### src/rtl/branch_predictor_param_if.sv
`default_nettype none
// ============================================================================
//  Module      : branch_predictor_param_if
//  Description : Bundles the IF lookup and ID update signals of the branch
//                predictor.
//                master - pipeline side: drives the PCs and the resolution
//                         info, and receives the prediction.
//                slave  - predictor side.
//                Signals:
//                  IF_PC, IF_PC_4          fetch PC under lookup and its +4
//                  ID_PC, ID_Jump_PC       resolving PC and its target
//                  ID_branch, ID_taken     conditional branch / redirect flags
//                  ID_bht_idx              BHT index carried down from IF
//                  btb_flush               invalidate the whole BTB
//                  IF_bht_idx              index used by this lookup
//                  predict_taken, btb_hit  raw prediction terms
//                  predict_do_branch       combined redirect decision
//                  Predict_PC              next fetch PC
//  Revision    : 1.0 - initial release
// ============================================================================
interface branch_predictor_param_if #(
    parameter int BHT_IDX_W = 4
);
    logic [31:0]          IF_PC;
    logic [31:0]          IF_PC_4;
    logic [31:0]          ID_PC;
    logic [31:0]          ID_Jump_PC;
    logic                 ID_branch;
    logic                 ID_taken;
    logic [BHT_IDX_W-1:0] ID_bht_idx;
    logic                 btb_flush;
    logic [BHT_IDX_W-1:0] IF_bht_idx;
    logic                 predict_taken;
    logic                 btb_hit;
    logic                 predict_do_branch;
    logic [31:0]          Predict_PC;

    modport master (
        output IF_PC, IF_PC_4, ID_PC, ID_Jump_PC, ID_branch, ID_taken,
               ID_bht_idx, btb_flush,
        input  IF_bht_idx, predict_taken, btb_hit, predict_do_branch, Predict_PC
    );

    modport slave (
        input  IF_PC, IF_PC_4, ID_PC, ID_Jump_PC, ID_branch, ID_taken,
               ID_bht_idx, btb_flush,
        output IF_bht_idx, predict_taken, btb_hit, predict_do_branch, Predict_PC
    );
endinterface
`default_nettype wire

### src/rtl/branch_predictor_param.sv
`default_nettype none
// ============================================================================
//  Module      : branch_predictor_param
//  Description : Branch predictor for the 5-stage RV32I core. A direct-mapped
//                BHT of CTR_W-bit saturating counters is combined with a
//                fully associative BTB (valid bits, invalid-first then
//                round-robin replacement, flush).
//                Lookup from IF is purely combinational and sees only the
//                state before the clock edge. ID updates land on the edge.
//  Ports       : clk  - core clock
//                rst  - synchronous active-high reset
//                bp   - branch_predictor_param_if.slave (lookup/update bus)
//  Options     : GSHARE_EN - when defined, the BHT index is XORed with a
//                BHT_IDX_W-bit global history register updated at ID.
//  Revision    : 1.0 - initial release
// ============================================================================
module branch_predictor_param #(
    parameter int BHT_IDX_W   = 4,
    parameter int BTB_ENTRIES = 16,
    parameter int CTR_W       = 2,
    parameter int CTR_INIT    = 0
) (
    input  wire logic                 clk,
    input  wire logic                 rst,
    branch_predictor_param_if.slave   bp
);
    localparam int               c_BHT_N    = 1 << BHT_IDX_W;
    localparam int               c_PTR_W    = $clog2(BTB_ENTRIES);
    localparam logic [CTR_W-1:0] c_CTR_MAX  = {CTR_W{1'b1}};
    localparam logic [CTR_W-1:0] c_CTR_INIT = CTR_W'(CTR_INIT);

    // ------------------------------------------------------------------
    // State
    // ------------------------------------------------------------------
    logic [CTR_W-1:0]       r_ctr_q   [c_BHT_N];
    logic [BTB_ENTRIES-1:0] r_valid_q;
    logic [31:0]            r_tag_q   [BTB_ENTRIES];
    logic [31:0]            r_tgt_q   [BTB_ENTRIES];
    logic [c_PTR_W-1:0]     r_rr_q;

    logic [CTR_W-1:0]       w_ctr_d   [c_BHT_N];
    logic [BTB_ENTRIES-1:0] w_valid_d;
    logic [31:0]            w_tag_d   [BTB_ENTRIES];
    logic [31:0]            w_tgt_d   [BTB_ENTRIES];
    logic [c_PTR_W-1:0]     w_rr_d;

    logic [BHT_IDX_W-1:0]   w_if_idx;
    logic                   w_hit;
    logic [31:0]            w_hit_tgt;
    logic [CTR_W-1:0]       w_cur_ctr;
    logic                   w_match;
    logic [c_PTR_W-1:0]     w_match_idx;
    logic                   w_free;
    logic [c_PTR_W-1:0]     w_free_idx;

    // ------------------------------------------------------------------
    // Global history and lookup index
    // ------------------------------------------------------------------
`ifdef GSHARE_EN
    logic [BHT_IDX_W-1:0] r_ghr_q;
    logic [BHT_IDX_W-1:0] w_ghr_d;

    // Shift in the resolved direction; truncation drops the oldest bit and
    // also covers the single-bit history case.
    always_comb begin
        w_ghr_d = r_ghr_q;
        if (bp.ID_branch) begin
            w_ghr_d = BHT_IDX_W'({r_ghr_q, bp.ID_taken});
        end
    end

    always_ff @(posedge clk) begin
        if (rst) begin
            r_ghr_q <= '0;
        end else begin
            r_ghr_q <= w_ghr_d;
        end
    end

    assign w_if_idx = bp.IF_PC[BHT_IDX_W+1:2] ^ r_ghr_q;
`else
    assign w_if_idx = bp.IF_PC[BHT_IDX_W+1:2];
`endif

    // ------------------------------------------------------------------
    // Combinational lookup (pre-edge state only, no ID bypass)
    // ------------------------------------------------------------------
    // Ascending scan: should duplicate tags ever exist, the highest index wins.
    always_comb begin
        w_hit     = 1'b0;
        w_hit_tgt = '0;
        for (int i = 0; i < BTB_ENTRIES; i++) begin
            if (r_valid_q[i] && (r_tag_q[i] == bp.IF_PC)) begin
                w_hit     = 1'b1;
                w_hit_tgt = r_tgt_q[i];
            end
        end
    end

    assign bp.IF_bht_idx        = w_if_idx;
    assign bp.predict_taken     = r_ctr_q[w_if_idx][CTR_W-1];
    assign bp.btb_hit           = w_hit;
    assign bp.predict_do_branch = r_ctr_q[w_if_idx][CTR_W-1] & w_hit;
    assign bp.Predict_PC        = (r_ctr_q[w_if_idx][CTR_W-1] & w_hit) ? w_hit_tgt
                                                                       : bp.IF_PC_4;

    // ------------------------------------------------------------------
    // BTB searches for the ID update
    // ------------------------------------------------------------------
    always_comb begin
        w_match     = 1'b0;
        w_match_idx = '0;
        for (int i = 0; i < BTB_ENTRIES; i++) begin
            if (r_valid_q[i] && (r_tag_q[i] == bp.ID_PC)) begin
                w_match     = 1'b1;
                w_match_idx = c_PTR_W'(i);
            end
        end
    end

    // Descending scan so the lowest-index free slot is the one kept.
    always_comb begin
        w_free     = 1'b0;
        w_free_idx = '0;
        for (int i = BTB_ENTRIES - 1; i >= 0; i--) begin
            if (!r_valid_q[i]) begin
                w_free     = 1'b1;
                w_free_idx = c_PTR_W'(i);
            end
        end
    end

    // ------------------------------------------------------------------
    // Next-state for BHT and BTB
    // ------------------------------------------------------------------
    assign w_cur_ctr = r_ctr_q[bp.ID_bht_idx];

    always_comb begin
        w_ctr_d   = r_ctr_q;
        w_valid_d = r_valid_q;
        w_tag_d   = r_tag_q;
        w_tgt_d   = r_tgt_q;
        w_rr_d    = r_rr_q;

        // Only conditional branches train the counters; jal/jalr do not.
        if (bp.ID_branch) begin
            if (bp.ID_taken) begin
                if (w_cur_ctr != c_CTR_MAX) begin
                    w_ctr_d[bp.ID_bht_idx] = w_cur_ctr + CTR_W'(1);
                end
            end else begin
                if (w_cur_ctr != '0) begin
                    w_ctr_d[bp.ID_bht_idx] = w_cur_ctr - CTR_W'(1);
                end
            end
        end

        // Flush wins over a same-cycle allocation, which is simply dropped.
        if (bp.btb_flush) begin
            w_valid_d = '0;
            w_rr_d    = '0;
        end else if (bp.ID_taken) begin
            if (w_match) begin
                w_tgt_d[w_match_idx] = bp.ID_Jump_PC;
            end else if (w_free) begin
                w_valid_d[w_free_idx] = 1'b1;
                w_tag_d[w_free_idx]   = bp.ID_PC;
                w_tgt_d[w_free_idx]   = bp.ID_Jump_PC;
            end else begin
                // Power-of-two entry count: the pointer wraps naturally.
                w_tag_d[r_rr_q] = bp.ID_PC;
                w_tgt_d[r_rr_q] = bp.ID_Jump_PC;
                w_rr_d          = r_rr_q + c_PTR_W'(1);
            end
        end
    end

    // ------------------------------------------------------------------
    // Registers
    // ------------------------------------------------------------------
    always_ff @(posedge clk) begin
        if (rst) begin
            r_ctr_q   <= '{default: c_CTR_INIT};
            r_valid_q <= '0;
            r_rr_q    <= '0;
        end else begin
            r_ctr_q   <= w_ctr_d;
            r_valid_q <= w_valid_d;
            r_rr_q    <= w_rr_d;
        end
    end

    // Tags and targets are qualified by the valid bits, so they need no reset.
    always_ff @(posedge clk) begin
        r_tag_q <= w_tag_d;
        r_tgt_q <= w_tgt_d;
    end
endmodule
`default_nettype wire
### src/flat_wrapper.sv
// flat-port wrapper written by rule: the top's interface ports become plain ports
module branch_predictor_param_flat 
#(
    parameter int BHT_IDX_W   = 4,
    parameter int BTB_ENTRIES = 16,
    parameter int CTR_W       = 2,
    parameter int CTR_INIT    = 0
)
  (clk, rst, bp_IF_PC, bp_IF_PC_4, bp_ID_PC, bp_ID_Jump_PC, bp_ID_branch, bp_ID_taken, bp_ID_bht_idx, bp_btb_flush, bp_IF_bht_idx, bp_predict_taken, bp_btb_hit, bp_predict_do_branch, bp_Predict_PC);
  branch_predictor_param_if #(.BHT_IDX_W(BHT_IDX_W)) bp_i ();
  input  wire logic clk;
  input  wire logic rst;
  input wire logic [$bits(bp_i.IF_PC)-1:0] bp_IF_PC;
  input wire logic [$bits(bp_i.IF_PC_4)-1:0] bp_IF_PC_4;
  input wire logic [$bits(bp_i.ID_PC)-1:0] bp_ID_PC;
  input wire logic [$bits(bp_i.ID_Jump_PC)-1:0] bp_ID_Jump_PC;
  input wire logic [$bits(bp_i.ID_branch)-1:0] bp_ID_branch;
  input wire logic [$bits(bp_i.ID_taken)-1:0] bp_ID_taken;
  input wire logic [$bits(bp_i.ID_bht_idx)-1:0] bp_ID_bht_idx;
  input wire logic [$bits(bp_i.btb_flush)-1:0] bp_btb_flush;
  output wire logic [$bits(bp_i.IF_bht_idx)-1:0] bp_IF_bht_idx;
  output wire logic [$bits(bp_i.predict_taken)-1:0] bp_predict_taken;
  output wire logic [$bits(bp_i.btb_hit)-1:0] bp_btb_hit;
  output wire logic [$bits(bp_i.predict_do_branch)-1:0] bp_predict_do_branch;
  output wire logic [$bits(bp_i.Predict_PC)-1:0] bp_Predict_PC;
  assign bp_i.IF_PC = bp_IF_PC;
  assign bp_i.IF_PC_4 = bp_IF_PC_4;
  assign bp_i.ID_PC = bp_ID_PC;
  assign bp_i.ID_Jump_PC = bp_ID_Jump_PC;
  assign bp_i.ID_branch = bp_ID_branch;
  assign bp_i.ID_taken = bp_ID_taken;
  assign bp_i.ID_bht_idx = bp_ID_bht_idx;
  assign bp_i.btb_flush = bp_btb_flush;
  assign bp_IF_bht_idx = bp_i.IF_bht_idx;
  assign bp_predict_taken = bp_i.predict_taken;
  assign bp_btb_hit = bp_i.btb_hit;
  assign bp_predict_do_branch = bp_i.predict_do_branch;
  assign bp_Predict_PC = bp_i.Predict_PC;
  branch_predictor_param #(.BHT_IDX_W(BHT_IDX_W), .BTB_ENTRIES(BTB_ENTRIES), .CTR_W(CTR_W), .CTR_INIT(CTR_INIT)) u_core (.clk(clk), .rst(rst), .bp(bp_i));
endmodule
### config.mk
export PLATFORM = sky130hd
export DESIGN_NAME = branch_predictor_param_flat
export DESIGN_NICKNAME = d
export VERILOG_FILES = /design/src/rtl/branch_predictor_param_if.sv /design/src/rtl/branch_predictor_param.sv /design/src/flat_wrapper.sv
export SDC_FILE = /design/constraint.sdc
export NUM_CORES = 2
export LEC_CHECK = 0
export CAP_MARGIN = 20
export CELL_PAD_IN_SITES_DETAIL_PLACEMENT = 0
export CELL_PAD_IN_SITES_GLOBAL_PLACEMENT = 2
export CORE_MARGIN = 3
export CORE_UTILIZATION = 35
export DETAILED_ROUTE_END_ITERATION = 16
export PLACE_DENSITY = 0.76
export SETUP_SLACK_MARGIN = 0.1
export SLEW_MARGIN = 20
export SYNTH_ARGS = -nofsm -noshare
export SYNTH_HDL_FRONTEND = slang
export SYNTH_SLANG_ARGS = --single-unit
### constraint.sdc
create_clock -name clk -period 13.9 [get_ports clk]
set_input_delay 3.475 -clock clk [delete_from_list [all_inputs] [get_ports clk]]
set_output_delay 3.475 -clock clk [all_outputs]
set_load 0.02 [all_outputs]
Word-level counts from Yosys, hierarchy flattened
Cells that the tools add are included.
- add/subtract/negate cells: 3
- order comparisons: 11
- eq/ne operators: 34
- muxes and demuxes: 125
- bitwise operators: 10
- reductions and logical operators: 45
- operators by type and width (operator ; count):
    bitwise mux 512 bit ; 5
    two-way mux 512 bit ; 3
    == test 32 bit ; 32
    two-way mux 32 bit ; 23
    demux 32 bit (select 4 bit) ; 3
    two-way mux 4 bit ; 24
    bitwise mux 32 bit ; 2
    two-way mux 1 bit ; 50
    logical AND 1 bit ; 37
    >= comparator 5 bit, second input constant ; 5
    inverter 4 -> 5 bit ; 5
    < comparator 5 x 1 -> 1 bit, second input constant ; 4
    binary-select mux 2 bit (select 4 bit) ; 2
    OR 16 bit ; 1
    two-way mux 2 bit ; 7
    two-way mux 3 bit ; 4
    AND reduction 3 bit ; 4
    demux 2 bit (select 4 bit) ; 1
    < comparator 4 x 5 -> 1 bit, second input constant ; 1
    adder 4 x 1 -> 4 bit, second input constant ; 1
    demux 1 bit (select 4 bit) ; 1
    >= comparator 4 x 1 -> 1 bit, second input constant ; 1
    nonzero test 2 bit ; 2
    inverter 1 bit ; 3
    7 further kinds ; 7
- bits in registers: 1076
- input bits: 137
- word-level logic and storage cells: 278

Longest topological paths before layout
- depth after elaboration: 24
- depth in mapped cells: 15
- mapped depth without buffers: 13

Least setup slack after synthesis
Ideal clock, no wire load.
- path type: input to output
- from: input bp_IF_PC[14]
- to: output bp_Predict_PC[10]
- data arrival time: 6531 ps
- slack: 3894 ps
- stages on the path: 11
- cell sequence: clkbuf_1 buf_2 xor2_1 nor4_1 nand4_1 or4_1 and2_1 nand4_1 nand2_1 clkbuf_1 o21ai_0
- word-level cells in the longest chain between the ends: 20
- RTL lines (item ; RTL line ; RTL):
    start: declaration ; flat_wrapper.sv:13 ; input wire logic [$bits(bp_i.IF_PC)-1:0] bp_IF_PC;
    == test 32 bit ; branch_predictor_param.sv:93 ; if (r_valid_q[i] && (r_tag_q[i] == bp.IF_PC)) begin
    logical AND 1 bit ; branch_predictor_param.sv:93 ;
    two-way mux 1 bit (15 in series) ; branch_predictor_param.sv:93 ;
    two-way mux 1 bit (*) ; branch_predictor_param.sv:93 ;
    via bp_btb_hit ; flat_wrapper.sv:23 ; output wire logic [$bits(bp_i.btb_hit)-1:0] bp_btb_hit;
    bitwise AND 1 bit (*) ; branch_predictor_param.sv:104 ; assign bp.Predict_PC = (r_ctr_q[w_if_idx][CTR_W-1] & w_hit) ? w_hit_tgt
    two-way mux 32 bit (*) ; branch_predictor_param.sv:104 ;
    end: declaration ; flat_wrapper.sv:25 ; output wire logic [$bits(bp_i.Predict_PC)-1:0] bp_Predict_PC;
Mark *: on every way through the listed nets, which the timed path passes. The rest lies on a longest branch.

Worst setup path after layout
- from: input bp_IF_PC[3]
- to: output bp_Predict_PC[9]
- word-level cells in the longest chain between the ends: 20
- RTL lines (item ; RTL line):
    == test 32 bit ; branch_predictor_param.sv:93
    logical AND 1 bit ; branch_predictor_param.sv:93
    two-way mux 1 bit (16 in series) ; branch_predictor_param.sv:93
    bitwise AND 1 bit ; branch_predictor_param.sv:104
    two-way mux 32 bit (*) ; branch_predictor_param.sv:104
Mark *: on every way between the ends. The rest lies on a longest branch, timed or not. The select of a mux whose other input is x is not followed.

==> results.yml <==
pwr:
  pwr-share-clk_pct: 45.7
  p_per_area_mw_per_mm2: 108
  leakage_nw: 23.1
  p_seq_share_pct: 47.2
  swShare_pct: 24.6
  combPwrFrac_pct: 7.1
  power_switching_mw: 1.84
  peakVddDrop_v: 0.0000903
  p_int_mw: 5.62
setup_path:
  cp-end-kind: "output port"
  crit_required_ns: 10.43
  cp-start-kind: "primary input"
  arrival_ns: 8.78
  path_class: "primary input to output port"
  cp_max_fo: 21
  startpoint: "bp_IF_PC[3]"
  rr_startpoint: "u_core.r_tag_q[56]$_DFFE_PP_"
timing:
  min_period_ns: 12.25
  final.setup.tns_ns: 0
  worst_slack_ns: 1.65
  slew_viol_final: 0
  finalHoldViolations: 0
  fin_crit_sh_pct: 88.1
  grt_setup_unrepaired: "false"
  fmax_ghz: 0.0816
  final-setup-viol-count: 0
  slew_headroom_pct: 19.5
  fin_skew_ns: 0.0391
  max_slew.worst_pin.slew_ns: 1.21
place:
  dp_hpwl_um: 148000
  portBuffers: 175
  pre_cts_ws_ns: 1.71
  gp_congestion: 0.910
yosys:
  yosysUniqueCellTypes: 81
  syn_inst: 5675
  synth.cell_area_mm2: 0.0609
  yosysWarnings: 0
  ys_seq_area_share_pct: 52.2
  syn-num-nets: 5818
  synth-main-ff-cell: "edfxtp_1"
  avgSynthCellArea_um2: 10.7
  synthArstFlopShare_pct: 0
  synth_edf_count: 1024
  synth-seq-cells: 1076
routing:
  drc: 0
  routedWlPerCell_um: 30.3
  drtPass1Iterations: 6
  routed_wl_um: 244000
  drt-initial-drc-count: 5862
  vias: 46255
  post_drt_via_cell_ratio: 5.73
  ant_nets: 0
final_layout:
  multi_input_area_mm2: 0.0267
  area_growth_pct: 13.0
  drive_gt1_share_pct: 8.85
  final_nets: 5796
  ff_latch_area_mm2: 0.0318
  fill_cells: 16710
clock_network:
  worstSkewPairLatency_ns: 0.81
  htree_levels: 4
  clock_sink_count: 1076
  holdBufCountCts: 0
  cts-root-buf: "clkbuf_16"
  post_cts_buffers: 0
  cts.repair.resized: 0
  clkTransAtPathRegs_ns: 0.06
  cts_buffer_depth: 3
  cts_tree: "built"
  numCtsBuffers: 131
floorplanning:
  floorplan.initialDensity_pct: 35.3
  die_width_um: 423
  rows: 152
  coreArea_mm2: 0.172
  die_h_um: 423
  dieArea_mm2: 0.179
  ios: 176
global_routing:
  grt_pass1_vias: 44735
  grt-ovfl-total: 0
  grt_max_degree: 71
  grt_pass1_wl_um: 342000
  track_usage_pct: 26.7
  antenna_found_initial: 17
outcome:
  outcome: "finished clean"
worst_hold_path:
  hp-class: "flop to flop"
  hp-start: "u_core.r_ctr_q[31]$_SDFFE_PP0P_"
job:
  drv_cap: 0
[cell usage in the layout (no fill, tap or decap), types with 27 or more instances in the layout]
cell             count
a211oi_1            73
a21oi_1             55
a221oi_1            30
and2_1             574
and3_1              99
buf_2               64
buf_4              154
clkbuf_1            27
clkbuf_16          134
clkdlybuf4s50_1    111
dfxtp_1             52
edfxtp_1          1024
inv_1              156
mux2i_1             44
nand2_1            217
nand3_1            134
nand3b_1            34
nand4_1            129
nor2_1             495
nor2b_1            120
nor3_1              97
nor4_1             270
o211ai_1            32
o21ai_0            129
o221ai_1            32
o31ai_1             62
o41ai_1             30
xnor2_1            209
xor2_1             810
[metrics by stage]
stage          instances  instance area, µm²  hold WS (ns)  total power, mW  utilization (%)
6_report            8070               68800         0.493             7.46             39.9
5_1_grt             8066               68800         0.512             7.66             39.9
2_1_floorplan       5675               60900         0.443             3.89                -
3_5_place_dp        7830               64600         0.484             4.10             37.5
4_1_cts             8063               68800         0.492             7.50             39.9
3_3_place_gp        7830               64600         0.478             4.10             37.5
[final timing paths]
path | endpoint | slack, ns | cells after the start
setup reg to reg | u_core.r_tgt_q[42]$_DFFE_PP_ | 8.47 | 13
hold / removal | u_core.r_ctr_q[31]$_SDFFE_PP0P_ | 0.49 | 2
hold reg to reg | u_core.r_ctr_q[31]$_SDFFE_PP0P_ | 0.49 | 2
setup / recovery | bp_Predict_PC[9] | 1.65 | 12
[layer usage]
layer	track usage (%)	up-vias	share of wire [%]
met1	37.2	23321	43
met2	41.2	2440	44
met4	10.5	2	4.3
met5	0	-	0.0053
met3	4.68	484	8.7
li1	-	20008	-
[cell families after synthesis]
family	Yosys count	share of synthesized area [%]
and+or+nand+nor	2325	20.8
DFF	1076	52.2
xor gates and xnor gates	1019	14.7
buffers and inverters	643	4.65
AOI/OAI and AO/OA	544	6.28
muxes	62	1.32
adders and majority gates	6	0.123
[power by group through the flow]
stage               logic, mW  registers, mW  clock network (mW)
floorplan               0.299           3.59                   0
finish                  0.528           3.52                3.41
detailed placement      0.514           3.59                   0
CTS                     0.516           3.52                3.46
global placement        0.514           3.59                   0
global route            0.548           3.52                3.59
[state kept, by name, summed over array words and instances, names as in the netlist, named ones only]
name,flops
u_core.r_valid_q,16
u_core.r_ctr_q,16
u_core.r_tag_q,512
u_core.r_tgt_q,512
u_core.r_rr_q,4
[critical path, stage by stage]
cell	delay, ns
buf_2	0.88
xor2_1	0.16
nor4_1	0.40
nand4_1	0.16
or3_1	0.66
nand2_1	0.82
buf_4	0.50
a211oi_1	0.08
o41ai_1	0.36
o221ai_1	0.34
o21ai_0	0.24
clkdlybuf4s50_1	0.63
[synthesized netlist by cell type (all sizes together) (124+ instances only)]
library cell | count | share of area [%]
o21ai | 149 | 1.2
buf | 180 | 1.8
xnor2 | 209 | 3.0
edfxtp | 1024 | 50
clkbuf | 306 | 1.9
xor2 | 810 | 12
nand2 | 219 | 1.4
nand4 | 129 | 1.3
nand3 | 139 | 1.2
nor2 | 509 | 3.1
nor4 | 277 | 2.9
inv | 157 | 0.97
nor2b | 124 | 1.3
and2 | 581 | 6.0
[cell type report]
type / instances / share of cell area (%)
Tap cell: 2310 / 4.20
Clock buffer: 165 / 5.10
Sequential cell: 1076 / 46.2
Clock inverter: 68 / 1.02
Inverter: 157 / 0.857
Multi-Input combinational cell: 3956 / 38.8
Timing Repair Buffer: 331 / 3.82
Antenna cell: 7 / 0.0255
No activity file was read; power rests on OpenSTA's default activity.
